$ cat src/rtl/synth_pkg.sv
// Shared definitions for the synthesizer control path: signal-type codes,
// burst sequencer state encoding, config field widths and the latched
// burst configuration record.
package synth_pkg;

    localparam int unsigned SIG_TYPE_W = 2;
    localparam int unsigned T_IMP_W    = 10;
    localparam int unsigned T_PER_W    = 13;
    localparam int unsigned NUM_IMP_W  = 5;
    localparam int unsigned US_CNT_W   = 13;

    // Modulation selected by SIGNAL_TYPE; code 0 is reserved as invalid.
    localparam logic [SIG_TYPE_W-1:0] _LFM_SIGNAL_TYPE   = 2'd1;
    localparam logic [SIG_TYPE_W-1:0] _PSK_SIGNAL_TYPE   = 2'd2;
    localparam logic [SIG_TYPE_W-1:0] _NOISE_SIGNAL_TYPE = 2'd3;

    // Burst sequencer state encoding.
    localparam int unsigned STATE_W = 2;
    localparam logic [STATE_W-1:0] ST_IDLE  = 2'd0;
    localparam logic [STATE_W-1:0] ST_PULSE = 2'd1;
    localparam logic [STATE_W-1:0] ST_GAP   = 2'd2;
    localparam logic [STATE_W-1:0] ST_FIN   = 2'd3;

    // Shadow copy of the burst configuration taken at start time.
    typedef struct packed {
        logic [SIG_TYPE_W-1:0] sig_type;
        logic [T_IMP_W-1:0]    t_imp;
        logic [US_CNT_W-1:0]   gap_len;
        logic [NUM_IMP_W-1:0]  num_imp;
    } burst_cfg_t;

    // A burst needs a known modulation, at least one impulse, a non-zero
    // impulse width and a period strictly longer than the impulse.
    function automatic logic cfg_valid(
        input logic [SIG_TYPE_W-1:0] sig_type,
        input logic [T_IMP_W-1:0]    t_imp,
        input logic [T_PER_W-1:0]    t_per,
        input logic [NUM_IMP_W-1:0]  num_imp
    );
        logic type_ok;
        type_ok = (sig_type == _LFM_SIGNAL_TYPE) ||
                  (sig_type == _PSK_SIGNAL_TYPE) ||
                  (sig_type == _NOISE_SIGNAL_TYPE);
        return type_ok && (num_imp != '0) && (t_imp != '0) &&
               (t_per > T_PER_W'(t_imp));
    endfunction

endpackage

$ cat src/rtl/pulse_burst_sequencer_if.sv
// Control/status bundle between the start/config registers and the burst
// sequencer.
//   master: drives start, abort and burst configuration, observes status.
//   slave : the sequencer; consumes config, produces gating and status.
interface pulse_burst_sequencer_if;
    import synth_pkg::*;

    logic                  SIGN_START_GEN;
    logic                  STOP;
    logic [SIG_TYPE_W-1:0] SIGNAL_TYPE;
    logic [T_IMP_W-1:0]    T_IMPULSE;
    logic [T_PER_W-1:0]    T_PERIOD;
    logic [NUM_IMP_W-1:0]  NUM_OF_IMP;

    logic                  GEN_EN;
    logic                  IMP_START;
    logic [SIG_TYPE_W-1:0] SIG_TYPE_Q;
    logic [NUM_IMP_W-1:0]  IMP_INDEX;
    logic                  BUSY;
    logic                  DONE;
    logic                  CFG_ERR;

    modport master (
        output SIGN_START_GEN, STOP, SIGNAL_TYPE, T_IMPULSE, T_PERIOD, NUM_OF_IMP,
        input  GEN_EN, IMP_START, SIG_TYPE_Q, IMP_INDEX, BUSY, DONE, CFG_ERR
    );

    modport slave (
        input  SIGN_START_GEN, STOP, SIGNAL_TYPE, T_IMPULSE, T_PERIOD, NUM_OF_IMP,
        output GEN_EN, IMP_START, SIG_TYPE_Q, IMP_INDEX, BUSY, DONE, CFG_ERR
    );
endinterface

$ cat src/rtl/pulse_burst_sequencer_us_timer.sv
// Microsecond interval timer: a 0..CLKS_PER_US-1 prescaler feeding a
// microsecond down-counter. A load starts an interval of len microseconds;
// expire is high during the last clock cycle of that interval.
//   clk, rst_n : clock, synchronous active-low reset
//   load       : (re)start an interval this cycle
//   len        : interval length in microseconds (must be >= 1)
//   expire     : registered, high on the final cycle of the interval
module us_timer
    import synth_pkg::*;
#(
    parameter int unsigned CLKS_PER_US = 500
) (
    input  logic                clk,
    input  logic                rst_n,
    input  logic                load,
    input  logic [US_CNT_W-1:0] len,
    output logic                expire
);

    localparam int unsigned PRE_W = $clog2(CLKS_PER_US);
    localparam logic [PRE_W-1:0] PRE_MAX = PRE_W'(CLKS_PER_US - 1);

    logic [PRE_W-1:0]    pre_q, pre_d;
    logic [US_CNT_W-1:0] cnt_q, cnt_d;
    logic                expire_q, expire_d;

    // Count down one microsecond per prescaler wrap; park at zero when done.
    always_comb begin
        pre_d = pre_q;
        cnt_d = cnt_q;
        if (load) begin
            pre_d = '0;
            cnt_d = len;
        end else if (cnt_q != '0) begin
            if (pre_q == PRE_MAX) begin
                pre_d = '0;
                cnt_d = cnt_q - US_CNT_W'(1);
            end else begin
                pre_d = pre_q + PRE_W'(1);
            end
        end
        // Looking at the next counter state keeps expire registered yet aligned.
        expire_d = (cnt_d == US_CNT_W'(1)) && (pre_d == PRE_MAX);
    end

    always_ff @(posedge clk) begin
        if (!rst_n) begin
            pre_q    <= '0;
            cnt_q    <= '0;
            expire_q <= 1'b0;
        end else begin
            pre_q    <= pre_d;
            cnt_q    <= cnt_d;
            expire_q <= expire_d;
        end
    end

    assign expire = expire_q;

endmodule

$ cat src/rtl/pulse_burst_sequencer.sv
// Burst sequencer for the DDS datapath: on a rising start edge it checks and
// latches the burst configuration, then gates the synthesizer (GEN_EN) for
// NUM_OF_IMP impulses of T_IMPULSE us every T_PERIOD us, strobing IMP_START
// at each impulse start.
//   CLK, RESET : system clock, synchronous active-low reset
//   bus        : slave side of pulse_burst_sequencer_if (start/stop/config in,
//                GEN_EN/IMP_START/SIG_TYPE_Q/IMP_INDEX/BUSY/DONE/CFG_ERR out)
module pulse_burst_sequencer
    import synth_pkg::*;
#(
    parameter int unsigned CLKS_PER_US = 500
) (
    input  logic                   CLK,
    input  logic                   RESET,
    pulse_burst_sequencer_if.slave bus
);

    logic [STATE_W-1:0]   state_q, state_d;
    logic                 start_in_q;
    burst_cfg_t           cfg_q, cfg_d;
    logic [NUM_IMP_W-1:0] idx_q, idx_d;
    logic                 gen_en_q, gen_en_d;
    logic                 imp_start_q, imp_start_d;
    logic                 busy_q, busy_d;
    logic                 done_q, done_d;
    logic                 cfg_err_q, cfg_err_d;

    logic                 start_c;
    logic                 cfg_ok_c;
    logic                 load_c;
    logic [US_CNT_W-1:0]  len_c;
    logic                 expire;

    // Rising edge of the start request; the delayed copy resets high so a
    // request held through reset is not taken as a new edge.
    assign start_c  = bus.SIGN_START_GEN & ~start_in_q;
    assign cfg_ok_c = cfg_valid(bus.SIGNAL_TYPE, bus.T_IMPULSE, bus.T_PERIOD, bus.NUM_OF_IMP);

    us_timer #(
        .CLKS_PER_US (CLKS_PER_US)
    ) u_us_timer (
        .clk    (CLK),
        .rst_n  (RESET),
        .load   (load_c),
        .len    (len_c),
        .expire (expire)
    );

    // Next state, shadow config, impulse index and timer reload.
    always_comb begin
        state_d   = state_q;
        cfg_d     = cfg_q;
        idx_d     = idx_q;
        load_c    = 1'b0;
        len_c     = US_CNT_W'(cfg_q.t_imp);
        cfg_err_d = 1'b0;

        case (state_q)
            ST_IDLE: begin
                if (start_c && !bus.STOP) begin
                    if (cfg_ok_c) begin
                        state_d        = ST_PULSE;
                        cfg_d.sig_type = bus.SIGNAL_TYPE;
                        cfg_d.t_imp    = bus.T_IMPULSE;
                        cfg_d.gap_len  = US_CNT_W'(bus.T_PERIOD) - US_CNT_W'(bus.T_IMPULSE);
                        cfg_d.num_imp  = bus.NUM_OF_IMP;
                        idx_d          = '0;
                        load_c         = 1'b1;
                        len_c          = US_CNT_W'(bus.T_IMPULSE);
                    end else begin
                        cfg_err_d = 1'b1;
                    end
                end
            end
            ST_PULSE: begin
                if (expire) begin
                    state_d = ST_GAP;
                    load_c  = 1'b1;
                    len_c   = cfg_q.gap_len;
                end
            end
            ST_GAP: begin
                if (expire) begin
                    if (idx_q == cfg_q.num_imp - NUM_IMP_W'(1)) begin
                        state_d = ST_FIN;
                    end else begin
                        state_d = ST_PULSE;
                        idx_d   = idx_q + NUM_IMP_W'(1);
                        load_c  = 1'b1;
                    end
                end
            end
            default: begin
                state_d = ST_IDLE;
            end
        endcase

        // Abort overrides every transition of a running burst.
        if (bus.STOP && (state_q != ST_IDLE)) begin
            state_d = ST_IDLE;
            idx_d   = idx_q;
            load_c  = 1'b0;
        end
    end

    // Outputs are decoded from the next state so they flop with it.
    always_comb begin
        gen_en_d    = (state_d == ST_PULSE);
        imp_start_d = (state_d == ST_PULSE) && (state_q != ST_PULSE);
        busy_d      = (state_d != ST_IDLE);
        done_d      = (state_d == ST_FIN);
    end

    always_ff @(posedge CLK) begin
        if (!RESET) begin
            state_q     <= ST_IDLE;
            start_in_q  <= 1'b1;
            cfg_q       <= '0;
            idx_q       <= '0;
            gen_en_q    <= 1'b0;
            imp_start_q <= 1'b0;
            busy_q      <= 1'b0;
            done_q      <= 1'b0;
            cfg_err_q   <= 1'b0;
        end else begin
            state_q     <= state_d;
            start_in_q  <= bus.SIGN_START_GEN;
            cfg_q       <= cfg_d;
            idx_q       <= idx_d;
            gen_en_q    <= gen_en_d;
            imp_start_q <= imp_start_d;
            busy_q      <= busy_d;
            done_q      <= done_d;
            cfg_err_q   <= cfg_err_d;
        end
    end

    assign bus.GEN_EN     = gen_en_q;
    assign bus.IMP_START  = imp_start_q;
    assign bus.SIG_TYPE_Q = cfg_q.sig_type;
    assign bus.IMP_INDEX  = idx_q;
    assign bus.BUSY       = busy_q;
    assign bus.DONE       = done_q;
    assign bus.CFG_ERR    = cfg_err_q;

endmodule

$ cat src/flat_wrapper.sv
// flat-port wrapper written by rule: the top's interface ports become plain ports
module pulse_burst_sequencer_flat import synth_pkg::*;
#(
    parameter int unsigned CLKS_PER_US = 500
)
  (CLK, RESET, bus_SIGN_START_GEN, bus_STOP, bus_SIGNAL_TYPE, bus_T_IMPULSE, bus_T_PERIOD, bus_NUM_OF_IMP, bus_GEN_EN, bus_IMP_START, bus_SIG_TYPE_Q, bus_IMP_INDEX, bus_BUSY, bus_DONE, bus_CFG_ERR);
  pulse_burst_sequencer_if bus_i ();
  input  logic CLK;
  input  logic RESET;
  input wire logic [$bits(bus_i.SIGN_START_GEN)-1:0] bus_SIGN_START_GEN;
  input wire logic [$bits(bus_i.STOP)-1:0] bus_STOP;
  input wire logic [$bits(bus_i.SIGNAL_TYPE)-1:0] bus_SIGNAL_TYPE;
  input wire logic [$bits(bus_i.T_IMPULSE)-1:0] bus_T_IMPULSE;
  input wire logic [$bits(bus_i.T_PERIOD)-1:0] bus_T_PERIOD;
  input wire logic [$bits(bus_i.NUM_OF_IMP)-1:0] bus_NUM_OF_IMP;
  output wire logic [$bits(bus_i.GEN_EN)-1:0] bus_GEN_EN;
  output wire logic [$bits(bus_i.IMP_START)-1:0] bus_IMP_START;
  output wire logic [$bits(bus_i.SIG_TYPE_Q)-1:0] bus_SIG_TYPE_Q;
  output wire logic [$bits(bus_i.IMP_INDEX)-1:0] bus_IMP_INDEX;
  output wire logic [$bits(bus_i.BUSY)-1:0] bus_BUSY;
  output wire logic [$bits(bus_i.DONE)-1:0] bus_DONE;
  output wire logic [$bits(bus_i.CFG_ERR)-1:0] bus_CFG_ERR;
  assign bus_i.SIGN_START_GEN = bus_SIGN_START_GEN;
  assign bus_i.STOP = bus_STOP;
  assign bus_i.SIGNAL_TYPE = bus_SIGNAL_TYPE;
  assign bus_i.T_IMPULSE = bus_T_IMPULSE;
  assign bus_i.T_PERIOD = bus_T_PERIOD;
  assign bus_i.NUM_OF_IMP = bus_NUM_OF_IMP;
  assign bus_GEN_EN = bus_i.GEN_EN;
  assign bus_IMP_START = bus_i.IMP_START;
  assign bus_SIG_TYPE_Q = bus_i.SIG_TYPE_Q;
  assign bus_IMP_INDEX = bus_i.IMP_INDEX;
  assign bus_BUSY = bus_i.BUSY;
  assign bus_DONE = bus_i.DONE;
  assign bus_CFG_ERR = bus_i.CFG_ERR;
  pulse_burst_sequencer #(.CLKS_PER_US(CLKS_PER_US)) u_core (.CLK(CLK), .RESET(RESET), .bus(bus_i));
endmodule
$ cat config.mk
export PLATFORM = sky130hd
export DESIGN_NAME = pulse_burst_sequencer_flat
export DESIGN_NICKNAME = d
export VERILOG_FILES = /design/src/rtl/synth_pkg.sv /design/src/rtl/pulse_burst_sequencer_if.sv /design/src/rtl/pulse_burst_sequencer_us_timer.sv /design/src/rtl/pulse_burst_sequencer.sv /design/src/flat_wrapper.sv
export SDC_FILE = /design/constraint.sdc
export NUM_CORES = 1
export LEC_CHECK = 0
export ABC_AREA = 1
export BUFFER_PORTS_ARGS = -buffer_cell sky130_fd_sc_hd__buf_2
export CORE_MARGIN = 2
export CORE_UTILIZATION = 59
export CTS_CLUSTER_DIAMETER = 120
export DETAILED_ROUTE_END_ITERATION = 6
export PLACE_DENSITY = 0.83
export SKIP_CTS_REPAIR_TIMING = 1
export SLEW_MARGIN = 20
export SYNTH_ARGS = -nofsm -noshare
export SYNTH_HDL_FRONTEND = slang
export SYNTH_SLANG_ARGS = --single-unit
$ cat constraint.sdc
create_clock -name CLK -period 2.5 [get_ports CLK]
set_clock_uncertainty 0.2 [all_clocks]
set_input_delay 0.25 -clock CLK [delete_from_list [all_inputs] [get_ports CLK]]
set_output_delay 0.25 -clock CLK [all_outputs]
set_load 0.1 [all_outputs]
## After elaboration in Yosys (flattened, before gate mapping)

Cells that the tools add are included.
W data, S select, Z words.

| word-level totals | value |
|---|---|
| output and inout bits | 12 |
| register bits | 66 |
| bits of input ports | 34 |

| operators by class | value |
|---|---|
| equal/unequal tests | 16 |
| multiplexer cells | 30 |
| bitwise operators | 3 |
| magnitude comparators | 1 |
| add/sub/neg operators | 5 |
| reduce and logical (&&, ||, !) cells | 20 |

Operator list:

| operator | number |
|---|---|
| $mux W13 | 5 |
| $mux W9 | 3 |
| $pmux W13 S2 | 1 |
| $mux W5 | 4 |
| $eq A9 B9 Y1 const B | 2 |
| $eq A13 B1 Y1 const B | 1 |
| $gt A13 B10 Y1 | 1 |
| $reduce_bool A13 Y1 | 1 |
| $sub A13 B1 Y13 const B | 1 |
| $sub A13 B10 Y13 | 1 |
| $mux W2 | 6 |
| $mux W10 | 1 |
| $pmux W5 S2 | 1 |
| $reduce_bool A10 Y1 | 1 |
| $add A9 B1 Y9 const B | 1 |
| $eq A2 B2 Y1 const B | 4 |
| $logic_and A1 B1 Y1 | 7 |
| $mux W1 | 7 |
| $eq A2 B1 Y1 const B | 3 |
| $ne A2 B1 Y1 const B | 3 |
| $pmux W2 S3 | 1 |
| $reduce_and A3 Y1 | 2 |
| $reduce_and A6 Y1 | 1 |
| $reduce_bool A2 Y1 | 3 |
| other kinds (11) | 14 |

## Longest topological paths before layout

Gate-level depths: netlist of run 1.

| depth | value |
|---|---|
| depth in word-level cells | 13 |
| depth in mapped cells | 20 |
| gate-level depth less buffers | 20 |

## Hierarchy

A second synthesis of run 1 with hierarchy kept.

| unflattened totals | value |
|---|---|
| cells, all modules | 722 |
| area, all modules | 4,650.7 um2 |

Modules (own cells, without submodules):

| module | seq. area each (um2) | instances | area an instance (um2) | cells each |
|---|---|---|---|---|
| pulse_burst_sequencer | 860.8 | 1 | 2,945.3 | 448 |
| us_timer | 460.4 | 1 | 1,705.4 | 274 |

## Least setup slack after synthesis of run 1

Ideal clock, no wire load.

| timing path | value |
|---|---|
| path kind | reg2reg |
| start point | register u_core.idx_q[3], in the netlist u_core.bus.IMP_INDEX[3] |
| end point | register u_core.u_us_timer.expire_q, in the netlist u_core.u_us_timer.expire |
| path buffers | 1 |
| library setup time | 0.064 ns |
| required time | 2.236 ns |
| cell stages (with the launch flop) | 17 |
| path slack | -0.097 ns |
| clock period less this slack | 2.597 ns |
| arrival time | 2.333 ns |
| cell sequence | dfxtp_1 or2_2 nand2_1 nand2_1 nand2_1 nor2_1 nand2_1 nand3_1 nand3_4 nand2_4 buf_8 nand2_1 nand2_1 nand2_1 nor2_1 nand2_1 nor2_1 |

| between the ends | value |
|---|---|
| cells in the longest elaborated chain, start to end | 8 |

RTL lines:

| what | line | source |
|---|---|---|
| start, declared | pulse_burst_sequencer.sv:21 | `logic [NUM_IMP_W-1:0] idx_q, idx_d;` |
| start signal, assigned | pulse_burst_sequencer.sv:129 | `idx_q <= idx_d;` |
| $eq A5 B5 Y1 * | pulse_burst_sequencer.sv:84 | `if (idx_q == cfg_q.num_imp - NUM_IMP_W'(1)) begin` |
| $mux W1 * | pulse_burst_sequencer.sv:84 |  |
| $mux W1 * | pulse_burst_sequencer.sv:83 | `if (expire) begin` |
| $pmux W1 S3 * | pulse_burst_sequencer.sv:58 | `case (state_q)` |
| $mux W1 * | pulse_burst_sequencer.sv:99 | `if (bus.STOP && (state_q != ST_IDLE)) begin` |
| $mux W13 / $mux W9 (equally long branches) | pulse_burst_sequencer_us_timer.sv:31 | `if (load) begin` |
| $eq A13 B1 Y1 / $eq A9 B9 Y1 (equally long branches) | pulse_burst_sequencer_us_timer.sv:43 | `expire_d = (cnt_d == US_CNT_W'(1)) && (pre_d == PRE_MAX);` |
| $logic_and A1 B1 Y1 * | pulse_burst_sequencer_us_timer.sv:43 |  |
| end signal, assigned | pulse_burst_sequencer_us_timer.sv:54 | `expire_q <= expire_d;` |
| end, declared | pulse_burst_sequencer_us_timer.sv:25 | `logic expire_q, expire_d;` |

Mark *: on every way between the ends. The rest lies on a longest branch, timed or not.
A chain may end at the register's enable or synchronous reset.

## Worst setup path in the final report of run 1

| timing path | value |
|---|---|
| start point | register u_core.cfg_q[0] (netlist bit) |
| end point | register u_core.u_us_timer.expire_q, in the netlist u_core.u_us_timer.expire |

| between the ends | value |
|---|---|
| cells in the longest elaborated chain, start to end | 9 |

RTL lines:

| what | line | source |
|---|---|---|
| start, declared | pulse_burst_sequencer.sv:20 | `burst_cfg_t cfg_q, cfg_d;` |
| start signal, assigned | pulse_burst_sequencer.sv:128 | `cfg_q <= cfg_d;` |
| $sub A5 B1 Y5 * | pulse_burst_sequencer.sv:84 |  |
| $eq A5 B5 Y1 * | pulse_burst_sequencer.sv:84 |  |
| $mux W1 * | pulse_burst_sequencer.sv:84 |  |
| $mux W1 * | pulse_burst_sequencer.sv:83 |  |
| $pmux W1 S3 * | pulse_burst_sequencer.sv:58 |  |
| $mux W1 * | pulse_burst_sequencer.sv:99 |  |
| $mux W13 / $mux W9 (equally long branches) | pulse_burst_sequencer_us_timer.sv:31 |  |
| $eq A13 B1 Y1 / $eq A9 B9 Y1 (equally long branches) | pulse_burst_sequencer_us_timer.sv:43 |  |
| $logic_and A1 B1 Y1 * | pulse_burst_sequencer_us_timer.sv:43 |  |

Marks and branches as above.

==> run_results.csv, run 1 <==
group,metric,value,unit
yosys,avgSynthCellArea,6.367,µm²
clocking,cts_tree,"built",
timing,rsz0062_at_grt,"true",
power,switchingPower,0.7246,mW
yosys,synth_commonest_cells,"nand2_1 (175), nor2_1 (99), inv_1 (86), dfxtp_1 (66), a21oi_1 (54)",
clocking,cts.clk_slew.worst_paths,0.08,ns
clocking,cts_max_path_buffers,2,
yosys,synthesis.area,0.004310,mm²
detailed_routing,first_pass_iters,5,
grt,track_usage,29.02,%
detailed_routing,drt_iter0_drc,299,
yosys,yosysTopAreaCellShare,30.65,%
worst_hold_path,hold_depth,3,
yosys,synth_cells,677,
clocking,clock_sinks,66,
yosys,ys_ff_latch,66,
critical_path,worstPathArrival,2.56,ns
worst_hold_path,min_from,"bus_NUM_OF_IMP[4]",
floorplanning,coreArea,0.007176,mm²
yosys,synth_enable_flop_cells,0,
floorplanning,fp.dieArea,0.008006,mm²
clocking,clk_latency,0.36,ns
worst_hold_path,worstHoldPathType,"in2reg",
yosys,seq_area_frac_synth,30.65,%
yosys,synth_area_leaders,"dfxtp_1 (31%), nand2_1 (15%), nor2_1 (8.6%)",
outcome,outcome,"finished with violations",
power,clkPwrFrac,39.0,%
power,pwr-share-seq,43.1,%
floorplanning,fp.dieH,89.48,µm
job,maxCapViolCount,0,
power,p_int,1.819,mW
grt,grt_pass1_wl,17950,µm
grt,grt_pass1_vias,4160,
final_layout,area_growth_syn_to_layout,21.36,%
yosys,async_flop_share,0,%
timing,fmax,407.2,MHz
critical_path,r2r_cells,20,
yosys,yosysTopAreaCell,"dfxtp_1",
placed_design,gp_congestion,0.9710,
yosys,ys_warn_count,0,
critical_path,slowest_stage,"dfxtp_2",
timing,final-hold-violation-count,2,
power,combPwrFrac,17.9,%
worst_hold_path,holdPathEnd,"u_core.cfg_q[4]$_SDFFE_PN0P_",
placed_design,dp_hpwl,8657,µm
critical_path,crit_top_cell,"nand2_1",
grt,grt-ovfl-total,0,
clocking,clock-root-buffer,"clkbuf_8",
power,vdd_drop_max,0.3895,mV
final_layout,fillers,591,
critical_path,crit_path_max_fanout,7,
grt,antenna_found_initial,1,
power,powerDensity,486.2,mW/mm²
timing,setup_viol,0,
detailed_routing,viasPerCell,5.395,
detailed_routing,wire_per_inst,13.28,µm
yosys,synthFlopType,"dfxtp_1",
outcome,violations,"negative hold slack",
critical_path,critical_path.max_stage_delay,0.37,ns
detailed_routing,detail-route-antenna-nets,0,
timing,min_period,2.456,ns
critical_path,regToRegSetupSlack,0.04,ns
placed_design,pre_cts_slack,0.02813,ns
timing,hold_ws,-0.01152,ns
critical_path,worstSetupPathType,"reg2reg",
grt,grt_max_degree,36,
yosys,yosysMostFrequentCell,"nand2_1",
yosys,synthesis.nets,726,
critical_path,r2r_start,"u_core.cfg_q[0]$_SDFFE_PN0P_",
clocking,numCtsBuffers,9,
clocking,cts_max_level,3,
yosys,ys_types,39,
floorplanning,initial_core_util,60.07,%
floorplanning,placementRows,31,
timing,min_period_over_period,98.22,%
floorplanning,die_x,89.48,µm
floorplanning,ios,46,
critical_path,end_kind,"flop",
timing,finalWorstSetupSlack,0.04442,ns
critical_path,required,2.60,ns
final_layout,final_nets,808,
placed_design,io_buffers,45,
power,leakagePower,2.458,nW
detailed_routing,route.detailed.drc,0,
detailed_routing,finalWirelength,11470,µm
timing,max-slew-margin-rel,67.65,%
critical_path,crit_path_start_kind,"flop",
timing,finalMaxSlewViolations,0,
critical_path,path_cells,"inv_4, ha_4, inv_2, nand2_1, nand2_1, nand2_1, inv_1, nand2_1, nor2_1, nand2_1, nand3_2, nand3_4, buf_6, nand3_2, nor2_1, nor2_1, nand2_1, nor2_2, nand2_1, nor2_1",
final_layout,drive_above_1_share,20.55,%
critical_path,r2r-end,"u_core.u_us_timer.expire$_SDFF_PN0_",
placed_design,placed_cells,841,
power,p_sw_share,28.49,%
power,p_total,2.543,mW
timing,tightest_slew,0.4886,ns
final_layout,instances_no_fill,864,
detailed_routing,vias,4661,
through the flow:
stage	hold WS [ns]	setup TNS [ns]	instance area [µm²]	utilization, %
CTS	-0.1208	0	5072	70.69
global route	0.01158	-0.1165	5229	72.87
global placement	0.2388	0	4861	67.74
floorplan	0.1367	0	4315	-
finish	-0.01152	0	5231	72.90
detailed placement	0.2447	0	4861	67.74
cells in the final DEF, fill, tap and decap left out, types with 9 or more instances in the layout:
master and instances:
nand2_1 172, nor2_1 93, inv_1 83, dfxtp_1 60
a21oi_1 54, buf_2 45, buf_4 41, nand3_1 35
o21ai_0 29, nand4_1 18, xor2_1 16, ha_1 13
nor2_2 9, clkbuf_8 9
critical path, delay by kind of cell (launching register included):
kind                       cells  cell delay, ns
and+or+nand+nor               15            1.25
DFF                            1            0.37
buffers and inverters          4            0.34
adders and majority gates      1            0.24
cell type report:
type / count / area, µm² / share of cell area [%]
Tap cell: 99 / 123.9 / 2.368
Clock inverter: 4 / 76.32 / 1.459
Clock buffer: 12 / 135.1 / 2.583
Multi-Input combinational cell: 502 / 2648 / 50.61
Sequential cell: 66 / 1329 / 25.40
Timing Repair Buffer: 90 / 575.6 / 11.00
Antenna cell: 1 / 2.502 / 0.04784
Inverter: 90 / 341.6 / 6.530
how the worst max path moves through the flow:
stage,start,endpoint,slack (ns),depth (start not counted)
global placement,bus_T_IMPULSE[8],u_core.u_us_timer.expire$_SDFF_PN0_,0.08,19
floorplan,u_core.bus.IMP_INDEX[2]$_SDFFE_PN0P_,u_core.u_us_timer.expire$_SDFF_PN0_,0.006,15
CTS,u_core.u_us_timer.cnt_q[0]$_SDFF_PN0_,u_core.u_us_timer.expire$_SDFF_PN0_,0.03,15
detailed placement,bus_T_IMPULSE[8],u_core.u_us_timer.expire$_SDFF_PN0_,0.03,19
finish,u_core.cfg_q[0]$_SDFFE_PN0P_,u_core.u_us_timer.expire$_SDFF_PN0_,0.04,20
global route,u_core.cfg_q[0]$_SDFFE_PN0P_,u_core.u_us_timer.expire$_SDFF_PN0_,-0.11,20
registers in the layout, summed over array words and instances (netlist names), 2 cells and up:
signal,count
u_core.u_us_timer.cnt_q,13
u_core.bus.IMP_INDEX,5
u_core.state_q,2
u_core.bus.SIG_TYPE_Q,2
u_core.cfg_q,28
u_core.u_us_timer.pre_q,9
cell families after synthesis:
| group | share of synthesized area, % |
|---|---|
| xor+xnor | 4.267 |
| simple gates | 38.67 |
| flops | 30.65 |
| fa+ha+maj | 4.528 |
| compound gates | 11.79 |
| buf+inv | 10.10 |
metal layers:
metal	vias to the layer above	global-route usage, %	wire (µm)
met5	-	0	0
met4	0	10.18	243
met3	31	6.925	719
met2	159	51.31	5708
met1	2136	34.22	4802
li1	2335	-	-
power by group through the flow:
stage	sequential, mW	clock, mW	combinational (mW)
3_5_place_dp	1.12	0	0.432
3_3_place_gp	1.12	0	0.419
6_report	1.10	0.991	0.455
5_1_grt	1.10	1.04	0.504
2_1_floorplan	1.14	0	0.258
4_1_cts	1.10	0.991	0.435
(Power assumes the default switching activity.)
==> inputs of run 2 (changes only) <==
CORE_UTILIZATION = 54   (was 59)
PLACE_DENSITY = 0.8   (was 0.83)
clock period = 1.98 ns   (was 2.5 ns; I/O delays follow)
==> run 2 against run 1 <==
  * The flow finishes with violations (negative setup slack)
  * Clock power fell by 0.5%
  * Sequential power grew 25%
  * Sequential share of layout area decreased by 4.9 points
  * Critical endpoint unchanged
  * Largest cell class unchanged
  * Highest routed layer unchanged
==> run_results.csv, run 2 (synthesis gave the netlist of run 1 again) <==
group,metric,value,unit
detailed_routing,wire_per_inst,17.74,µm
grt,grt_pass1_vias,5385,
floorplanning,fp.dieArea,0.008713,mm²
final_layout,final_cell_mix,"buf_4 (165), nand2_1 (156), nor2_1 (83), inv_1 (76), dfxtp_1 (58)",
detailed_routing,routed.top_layer,"met4",
final_layout,final_nets,940,
final_layout,largest_reg_flops,28,
detailed_routing,route.detailed.drc,0,
placed_design,gp_congestion,0.9311,
timing,finalMaxSlewViolations,0,
placed_design,io_buffers,45,
detailed_routing,vias,5971,
critical_path,worstPathArrival,2.77,ns
critical_path,r2r_start,"u_core.u_us_timer.cnt_q[0]$_SDFF_PN0_",
critical_path,regToRegSetupSlack,-0.71,ns
timing,rsz0062_at_grt,"true",
critical_path,end_kind,"flop",
floorplanning,fp.dieH,93.35,µm
worst_hold_path,worstHoldPathType,"in2reg",
grt,antenna_found_initial,0,
timing,tightest_slew,0.4940,ns
timing,finalWorstSetupSlack,-0.7108,ns
timing,final-hold-violation-count,0,
worst_hold_path,holdPathEnd,"u_core.cfg_q[2]$_SDFFE_PN0P_",
power,leakagePower,3.090,nW
critical_path,worstSetupPathType,"reg2reg",
detailed_routing,route.met2.wl,8280,µm
detailed_routing,wl_met3,1731,µm
timing,min_period_over_period,135.9,%
timing,min_period,2.691,ns
detailed_routing,first_pass_iters,7,
floorplanning,placementRows,32,
floorplanning,coreArea,0.007727,mm²
grt,grt_max_degree,36,
clocking,cts_max_level,3,
detailed_routing,viasPerCell,5.983,
floorplanning,initial_core_util,55.78,%
timing,setup_viol,36,
detailed_routing,finalWirelength,17700,µm
timing,fmax,371.6,MHz
outcome,outcome,"finished with violations",
power,vdd_drop_max,0.4660,mV
job,maxCapViolCount,0,
detailed_routing,drt_iter0_drc,792,
detailed_routing,detail-route-antenna-nets,0,
final_layout,utilization,84.84,%
final_layout,drive_above_1_share,39.06,%
final_layout,antenna_cells,0,
clocking,clock-root-buffer,"clkbuf_8",
final_layout,layout_commonest_cell,"buf_4",
clocking,clk_latency,0.36,ns
final_layout,top_regs,"u_core.cfg_q x28, u_core.u_us_timer.cnt_q x13, u_core.u_us_timer.pre_q x9",
power,powerDensity,492.6,mW/mm²
critical_path,r2r-end,"u_core.u_us_timer.expire$_SDFF_PN0_",
clocking,numCtsBuffers,9,
grt,track_usage,32.95,%
critical_path,crit_path_start_kind,"flop",
detailed_routing,wirelength_met1,6298,µm
critical_path,r2r_cells,15,
clocking,cts.clk_slew.worst_paths,0.07,ns
floorplanning,ios,46,
placed_design,dp_hpwl,10760,µm
placed_design,pre_cts_slack,-0.4324,ns
grt,grt-ovfl-total,0,
worst_hold_path,hold_depth,3,
critical_path,crit_path_max_fanout,8,
grt,grt_pass1_wl,23080,µm
timing,max-slew-margin-rel,67.29,%
timing,hold_ws,0.05976,ns
clocking,cts_max_path_buffers,2,
clocking,cts_tree,"built",
final_layout,area_growth_syn_to_layout,52.10,%
outcome,violations,"negative setup slack",
worst_hold_path,min_from,"bus_NUM_OF_IMP[2]",
floorplanning,die_x,93.35,µm
final_layout,top_register,"u_core.cfg_q",
clocking,clock_sinks,66,
critical_path,required,2.05,ns
## run 2: cell count changes in the layout (fill, tap and decap cells not counted), moves of 9 or more
| cell | delta |
|---|---|
| ha_1 | -10 |
| buf_4 | +124 |
| nand2_2 | +14 |
| a21oi_1 | -9 |
| ha_4 | +9 |
| o21ai_0 | -9 |
| nand2_1 | -16 |
| nor2_1 | -10 |
## run 2: critical path: stages, from the launching register on
cell and delay [ns]:
dfxtp_1 0.33, inv_1 0.08, ha_1 0.20, nand2_1 0.12, nor2_2 0.20, nand3_2 0.21
nand2_1 0.17, inv_1 0.08, nand3_1 0.09, xor2_1 0.20, nand2_1 0.11, nand2_1 0.13
nand2_1 0.08, nor2_1 0.17, nand3_1 0.11, nor2_1 0.15
## run 2: per-layer routing
metal	vias up	GRT usage, %
li1	2599	-
met1	2695	37.47
met2	501	59.89
met3	176	5.560
met4	0	14.83
met5	-	0
## run 2: how the worst max path moves through the flow
| stage | start | end | slack (ns) | depth (start not counted) |
|---|---|---|---|---|
| after floorplan | bus_T_IMPULSE[6] | u_core.u_us_timer.expire$_SDFF_PN0_ | -0.11 | 18 |
| after global placement | u_core.u_us_timer.cnt_q[0]$_SDFF_PN0_ | u_core.u_us_timer.expire$_SDFF_PN0_ | -0.37 | 15 |
| after detailed placement | bus_T_IMPULSE[8] | u_core.u_us_timer.expire$_SDFF_PN0_ | -0.43 | 20 |
| after CTS | u_core.u_us_timer.cnt_q[0]$_SDFF_PN0_ | u_core.u_us_timer.expire$_SDFF_PN0_ | -0.41 | 15 |
| after global routing | u_core.u_us_timer.cnt_q[0]$_SDFF_PN0_ | u_core.u_us_timer.expire$_SDFF_PN0_ | -0.78 | 15 |
| final | u_core.u_us_timer.cnt_q[0]$_SDFF_PN0_ | u_core.u_us_timer.expire$_SDFF_PN0_ | -0.71 | 15 |
## run 2: cell type report
class	instances	area (µm²)
multi-input combinational	502	2975
clock buffer	10	127.6
sequential	66	1344
clock inverter	6	33.78
timing repair buffer	222	1605
fill	390	1171
tap	102	127.6
inverter	90	342.8
## run 2: report_power, final
part / switching (mW) / internal (mW) / leakage [nW] / total (mW)
combinational: 0.484 / 0.381 / 2.47 / 0.865
clock: 0.543 / 0.443 / 0.0795 / 0.986
sequential: 0.0232 / 1.36 / 0.539 / 1.38
total: 1.05 / 2.18 / 3.09 / 3.23
## run 2: through the flow
step | power, mW | TNS, ns | area, µm² | instances
floorplan | 1.793 | -0.2146 | 4487 | 677
global placement | 2.106 | -8.858 | 5993 | 970
detailed placement | 2.144 | -14.02 | 5993 | 970
CTS | 3.092 | -5.254 | 6155 | 986
global route | 3.329 | -11.15 | 6556 | 998
finish | 3.230 | -7.204 | 6556 | 998
==> inputs of run 3 (changes only) <==
CORE_UTILIZATION = 60   (was 54)
PLACE_DENSITY = 0.84   (was 0.8)
clock period = 3.1 ns   (was 1.98 ns; I/O delays follow)
==> run 3 against run 2 <==
  * Clock-buffer cell count stayed put
  * Sequential power shrank 36%
  * Sequential share of layout area is 7.0 points higher
  * Non-clock buffer count shrank 167
  * Combinational power shrank 63%
  * The run now ends clean
  * Register-to-register slack better by 1.2 ns
==> run_results.csv, run 3 (synthesis gave the netlist of run 1 again) <==
group,metric,value,unit
outcome,outcome,"finished, final reports clean",
placed_design,io_buffers,45,
floorplanning,fp.dieArea,0.007878,mm²
clocking,clock_sinks,66,
critical_path,slowest_stage,"dfxtp_1",
final_layout,final_nets,773,
timing,max-slew-margin-rel,65.19,%
final_layout,top_register,"u_core.cfg_q",
final_layout,layout_commonest_cell,"nand2_1",
detailed_routing,finalWirelength,10830,µm
worst_hold_path,worstHoldPathType,"in2reg",
timing,rsz0062_at_grt,"false",
detailed_routing,viasPerCell,5.446,
grt,track_usage,29.51,%
critical_path,critical_path.max_stage_delay,0.33,ns
final_layout,area_growth_syn_to_layout,11.52,%
critical_path,cp_top_family,"simple AND/OR/NAND/NOR gates",
grt,grt_pass1_vias,4137,
critical_path,r2r_start,"u_core.cfg_q[0]$_SDFFE_PN0P_",
final_layout,largest_reg_flops,28,
critical_path,regToRegSetupSlack,0.51,ns
critical_path,worstSetupPathType,"reg2reg",
critical_path,worstPathArrival,2.68,ns
power,vdd_drop_max,0.2521,mV
floorplanning,fp.dieH,88.76,µm
placed_design,placed_area,0.004627,mm²
job,maxCapViolCount,0,
final_layout,drive_above_1_share,13.72,%
power,leakagePower,2.248,nW
grt,antenna_found_initial,0,
clocking,cts_tree,"built",
timing,finalMaxSlewViolations,0,
detailed_routing,first_pass_iters,5,
timing,fmax,386.0,MHz
timing,min_period,2.591,ns
critical_path,path_cells,"inv_1, ha_1, or2_2, nand3_1, nand2_1, nor2_1, nand2_1, nand3_1, nand3_4, nand2_4, nand2_2, nor2_2, nand2_1, nor2_1, nand3_1, nor2_1",
timing,final-hold-violation-count,0,
worst_hold_path,hold_depth,3,
grt,grt_max_degree,37,
critical_path,crit_path_max_fanout,16,
detailed_routing,drt_iter0_drc,444,
critical_path,worst-path-buf-inv,1,
timing,setup_viol,0,
clocking,cts.clk_slew.worst_paths,0.08,ns
critical_path,r2r-end,"u_core.u_us_timer.expire$_SDFF_PN0_",
floorplanning,die_x,88.76,µm
grt,grt_pass1_wl,18340,µm
clocking,cts_max_level,3,
clocking,numCtsBuffers,9,
floorplanning,initial_core_util,62.75,%
final_layout,top_regs,"u_core.cfg_q x28, u_core.u_us_timer.cnt_q x13, u_core.u_us_timer.pre_q x9",
timing,setup_tns,0,ns
detailed_routing,route.detailed.drc,0,
placed_design,dp_hpwl,8448,µm
worst_hold_path,min_from,"bus_SIGNAL_TYPE[1]",
floorplanning,coreArea,0.006869,mm²
critical_path,r2r_cells,16,
critical_path,required,3.19,ns
floorplanning,ios,46,
detailed_routing,detail-route-antenna-nets,0,
worst_hold_path,holdPathEnd,"u_core.bus.SIG_TYPE_Q[1]$_SDFFE_PN0P_",
final_layout,final_area,0.004807,mm²
clocking,clock-root-buffer,"clkbuf_8",
power,p_total,1.842,mW
critical_path,end_kind,"flop",
clocking,clk_latency,0.35,ns
grt,grt-ovfl-total,0,
critical_path,crit_path_start_kind,"flop",
timing,tightest_slew,0.5215,ns
final_layout,antenna_cells,0,
placed_design,gp_congestion,0.9692,
clocking,cts_max_path_buffers,2,
floorplanning,placementRows,30,
final_layout,final_cell_mix,"nand2_1 (175), nor2_1 (99), inv_1 (86), dfxtp_1 (66), a21oi_1 (54)",
timing,min_period_over_period,83.58,%
detailed_routing,wire_per_inst,13.13,µm
detailed_routing,vias,4493,
power,powerDensity,383.2,mW/mm²
-- run 3: cell types whose count changed in the layout (fill, tap and decap cells not counted), moves of 11 or more --
cell	previous run	this run
ha_1	3	14
nand2_2	20	3
nand2_1	156	175
buf_4	165	9
nor2_1	83	99
-- run 3: report_power, final --
group | internal (mW) | switching [mW] | leakage, nW
sequential | 0.868 | 0.0150 | 0.534
clock | 0.291 | 0.349 | 0.0827
combinational | 0.108 | 0.210 | 1.63
total | 1.27 | 0.574 | 2.25
-- run 3: how the worst max path moves through the flow --
stage / startpoint / slack, ns / cells past startpoint / end
after floorplan: u_core.bus.IMP_INDEX[3]$_SDFFE_PN0P_ / 0.50 / 16 / u_core.u_us_timer.expire$_SDFF_PN0_
after global placement: bus_T_IMPULSE[8] / 0.31 / 19 / u_core.u_us_timer.expire$_SDFF_PN0_
after detailed placement: bus_T_IMPULSE[4] / 0.28 / 19 / u_core.u_us_timer.expire$_SDFF_PN0_
after CTS: u_core.cfg_q[0]$_SDFFE_PN0P_ / 0.55 / 16 / u_core.u_us_timer.expire$_SDFF_PN0_
after global routing: u_core.cfg_q[0]$_SDFFE_PN0P_ / 0.23 / 18 / u_core.u_us_timer.expire$_SDFF_PN0_
final: u_core.cfg_q[0]$_SDFFE_PN0P_ / 0.51 / 16 / u_core.u_us_timer.expire$_SDFF_PN0_
-- run 3: cell type report --
class                      count  area [µm²]
fill                         624        2062
timing repair buffer          55       302.8
tap                           96       120.1
clock buffer                  10       127.6
clock inverter                 6       42.54
sequential                    66        1321
inverter                      90       339.1
multi-input combinational    502        2554
-- run 3: metal layers --
layer	track usage, %	wire length, µm
met1	38.68	4764
met2	49.12	5107
met3	4.664	744
met4	10.61	212
met5	0	0
-- run 3: through the flow --
stage	util, %	cells	hold slack, ns	setup slack [ns]
2_1_floorplan	-	677	0.1967	0.5031
3_3_place_gp	67.36	808	0.2434	0.3112
3_5_place_dp	67.36	808	0.2467	0.2785
4_1_cts	69.84	824	-0.06403	0.5469
5_1_grt	69.98	825	0.05849	0.2329
6_report	69.98	825	0.03214	0.5092
-- run 3: worst min-delay path, cell delays in order --
cell and delay [ns]:
buf_2 0.11, nand2_1 0.06, a21oi_1 0.05
